`src/rtl/sll_mc.sv`:
```
// Multi-cycle logical left shifter: shifts a latched operand by at most STEP
// bit positions per clock and returns the zero-filled result over valid/ready.
module sll_mc #(
    parameter int WIDTH = 32,
    parameter int SA_W  = 5,
    parameter int STEP  = 4
) (
    input  logic             clk,
    input  logic             resetn,
    input  logic             in_valid,
    output logic             in_ready,
    input  logic [WIDTH-1:0] in_data,
    input  logic [SA_W-1:0]  in_sa,
    output logic             out_valid,
    input  logic             out_ready,
    output logic [WIDTH-1:0] out_data,
    output logic             busy,
    input  logic             flush
);

    typedef enum logic [1:0] {IDLE, SHIFT, DONE} state_t;

    localparam logic [SA_W-1:0] STEP_C = SA_W'(STEP);

    state_t           state;
    logic [WIDTH-1:0] acc;
    logic [SA_W-1:0]  rem;
    logic [SA_W-1:0]  step;
    logic [SA_W-1:0]  rem_nxt;

    always_comb begin
        step    = (rem < STEP_C) ? rem : STEP_C;
        rem_nxt = rem - step;
    end

    assign in_ready  = (state == IDLE) && !flush;
    assign out_valid = (state == DONE);
    assign busy      = (state != IDLE);
    assign out_data  = acc;

    // flush outranks both handshakes; a result taken together with flush is simply dropped
    always_ff @(posedge clk or negedge resetn) begin
        if (!resetn) begin
            state <= IDLE;
            acc   <= '0;
            rem   <= '0;
        end else if (flush) begin
            state <= IDLE;
            acc   <= '0;
            rem   <= '0;
        end else begin
            case (state)
                IDLE: if (in_valid) begin
                    acc   <= in_data;
                    rem   <= in_sa;
                    state <= (in_sa == '0) ? DONE : SHIFT;
                end
                SHIFT: begin
                    acc <= acc << step;
                    rem <= rem_nxt;
                    if (rem_nxt == '0) state <= DONE;
                end
                DONE: if (out_ready) state <= IDLE;
                default: state <= IDLE;
            endcase
        end
    end

endmodule

```
`config.mk`:
```
export PLATFORM = sky130hd
export DESIGN_NAME = sll_mc
export DESIGN_NICKNAME = d
export VERILOG_FILES = /design/src/rtl/sll_mc.sv
export SDC_FILE = /design/constraint.sdc
export NUM_CORES = 1
export LEC_CHECK = 0
export CAP_MARGIN = 10
export CORE_ASPECT_RATIO = 1.2
export CORE_MARGIN = 1.5
export CORE_UTILIZATION = 50
export CTS_BUF_LIST = sky130_fd_sc_hd__clkbuf_8 sky130_fd_sc_hd__clkbuf_16
export DETAILED_ROUTE_END_ITERATION = 10
export PLACE_DENSITY = 0.81
export SYNTH_ARGS = -nofsm -noshare
export SYNTH_HDL_FRONTEND = slang
export SYNTH_SLANG_ARGS = --single-unit
```
`constraint.sdc`:
```
create_clock -name clk -period 3.2 [get_ports clk]
set_input_delay 0.96 -clock clk [delete_from_list [all_inputs] [get_ports clk]]
set_output_delay 0.96 -clock clk [all_outputs]
set_load 0.01 [all_outputs]
```
==> summary.txt, run 1 <==
Vias per std cell - 6.74
Grt ovf - 0
Skew final - 0.00364 ns
Setup Buffers After CTS - 0
Synth area leaders - dfrtp_1 (31%), mux2i_1 (8.5%), nand2_1 (5.0%), a221o_1 (4.4%), mux4_2 (4.2%)
Hold Fails Final Rpt - 0
Core Region - 6090 um^2
Post-synth ARST share - 100%
CP cell instances - clkdlybuf4s50_1 -> nor3_1 -> clkdlybuf4s50_1
CP Depth - 3
Hold WS - 0.534 ns
Fmax - 327 MHz
Initial antenna violation count - 0
DRT iter0 DRCs - 447
Post-Place Worst Slack - 0.151 ns
Initial Utilization - 52.3%
CP arrival - 2.10 ns
Average routed wire per standard cell - 19.4 um
Hold-fix buffers, CTS - 0
Worst-path cell with the longest stage delay - clkdlybuf4s50_1
Final setup fails - 0
Slew margin rel. - 36.8%
Post-CTS resize count - 0
Detailed Routing Iterations Pass 1 - 6
Worst path most repeated cell - clkdlybuf4s50_1
Clock transition at path regs - 0.08 ns
Crit Reg-Reg Endpoint - out_data[28]$_DFFE_PN0P_
Number of synthesized flops with an enable pin - 0
First-pass GRT wire length - 16,500 um
H-Tree Depth - 2
TritonCTS clock tree - yes
Post-DP HPWL - 6650 um
Commonest cells in the netlist - nand2_1 (42), dfrtp_1 (39), mux2i_1 (27)
Hold Startpoint - out_data[31]$_DFFE_PN0P_
Critical path launch point type - input port
Clk_lat worst skew - 0.30 ns
WP data required - 2.24 ns
Placed Area - 3990 um^2
Worst Setup End Kind - primary output
Distinct cell type count after synthesis - 58
Core Util, Final - 67.2%
Avg Cell Area, Syn - 8.51 um^2
Pwr Density - 462 nW/um^2
Leakage - 1.64 nW
Crit path from - flush
Slew Viols, Final - 0
Die Area - 6860 um^2
# DRC - 0
Fin worst setup slack - 0.139 ns
Most frequent cell after synthesis - nand2_1
Critical path type - input port to primary output
Fin nets - 474
Num CTS Buffers - 5
Synth top area share - 30.7%
Worst Hold Class - register to register
Vias in the first global route - 3,344
Max-cap viol count - 0
# diodes - 0
IO Port Bufs - 76
Die width - 75.8 um
Final instance area - 4090 um^2
Unrepaired setup endpoints after global routing - no
Crit share post-route - 95.6%
Aggregate global-route resource usage - 30.4%
Clock Sinks - 39
Total placed cells including tap cells - 506
Delay-heaviest family, CP - buffers and inverters
Worst R2R Start - rem[4]$_DFFE_PN0P_
R2r setup slk - 0.75 ns
Worst VDD drop - 265 uV
Row count - 31
DR vias - 3,462
Yosys top cell by area - dfrtp_1
Register area share after synthesis - 30.7%
Longest Clk Path Bufs - 2
Die height - 90.4 um
Synth-to-Final Area Change - 28.6%
DRT antenna net count - 0
Primary FF master, synth - dfrtp_1
CP Buf/Inv Count - 2
Slew of the pin with the lowest slew margin - 0.948 ns
Slowest stage delay, CP - 0.57 ns
Share of cells above drive strength 1 - 9.03%
Yosys warning total - 0
R2R depth - 4
Routed wire length - 9990 um
Overall power - 1.89 mW
Tmin final - 3.06 ns
Syn_nets - 417
Fin cells - 514
Crit path max fanout - 2
Worst setup path end - in_ready
Routability cong. - 0.878
FILL cells - 520
Cells after Synth - 374
Synthesized area - 3180 um^2
Largest net degree at the start of global routing - 44
Status - finished clean
Io pins - 77
Root buffer cell - clkbuf_8
Sum Neg Setup Slack - 0 ns
FF+latch count, synth - 39
[worst min-delay path by stage]
stage	to	slack [ns]	depth (start not counted)
2_1_floorplan	out_data[31]$_DFFE_PN0P_	0.55	2
3_3_place_gp	out_data[31]$_DFFE_PN0P_	0.50	2
3_5_place_dp	out_data[31]$_DFFE_PN0P_	0.53	2
4_1_cts	out_data[31]$_DFFE_PN0P_	0.55	2
5_1_grt	out_data[31]$_DFFE_PN0P_	0.58	2
6_report	out_data[31]$_DFFE_PN0P_	0.53	2
[flip-flops by register name (all words and copies together), names as in the netlist]
signal / count
out_data: 32
state: 2
rem: 5
[tightest hold or removal path, stage by stage, from the launching register on]
cell	delay (ns)
dfrtp_1	0.35
o21ai_0	0.08
o31ai_1	0.07
[cell families after synthesis]
logic type / count (synthesis) / synth area share, %
buffers and inverters: 55 / 6.92
multiplexers: 38 / 15.0
AND/OR/NAND/NOR: 104 / 15.6
flip-flops: 39 / 30.7
adder cells (fa/ha/maj): 1 / 0.393
AO/OA/AOI/OAI: 136 / 31.4
other: 1 / 0.118
[cell usage in the layout (no fill, tap or decap), types with 5 or more instances in the layout]
master and n:
o21ai_0 10, nand3_1 15, buf_4 15, a21o_1 8, inv_1 14, o31ai_1 7
nor3_1 5, nand2_1 42, a2111oi_0 5, mux4_2 6, mux2i_1 27, a22o_1 6
o22ai_1 11, nor2_1 18, a21oi_1 26, o211ai_1 5, a31oi_1 6, a221o_1 14
clkdlybuf4s50_1 75, dfrtp_1 39, a221oi_1 8, clkbuf_8 7
[layout make-up]
| class | count | area [um^2] | area share [%] |
|---|---|---|---|
| tap | 82 | 103 | 2.51 |
| sequential | 39 | 976 | 23.8 |
| inverter | 14 | 52.6 | 1.28 |
| timing repair buffer | 91 | 868 | 21.2 |
| clock buffer | 7 | 96.3 | 2.35 |
| clock inverter | 1 | 3.75 | 0.0917 |
| multi-input combinational | 280 | 1990 | 48.7 |
[metal layers]
layer | track usage, % | up-vias | part of all wire (%)
met1 | 43.7 | 1691 | 41
met2 | 45.9 | 207 | 49
met5 | 0 | - | 0
met3 | 3.46 | 14 | 9.0
li1 | - | 1550 | -
met4 | 11.5 | 0 | 1.3
[report_power, final]
group          internal, mW  total, mW  switching, mW
combinational         0.399      0.812          0.413
sequential            0.557      0.699          0.142
clock                 0.194      0.379          0.186
total                  1.15       1.89          0.740
No activity file was read; power rests on OpenSTA's default activity.
==> run 2: changes to the inputs <==
--- a/config.mk
+++ b/config.mk
@@ -12,6 +12,7 @@
 export CTS_BUF_LIST = sky130_fd_sc_hd__clkbuf_8 sky130_fd_sc_hd__clkbuf_16
 export DETAILED_ROUTE_END_ITERATION = 10
 export PLACE_DENSITY = 0.81
+export SLEW_MARGIN = 20
 export SYNTH_ARGS = -nofsm -noshare
 export SYNTH_HDL_FRONTEND = slang
 export SYNTH_SLANG_ARGS = --single-unit
==> results of run 2 <==
The final DEF is identical to that of run 1; final timing and power are the same.
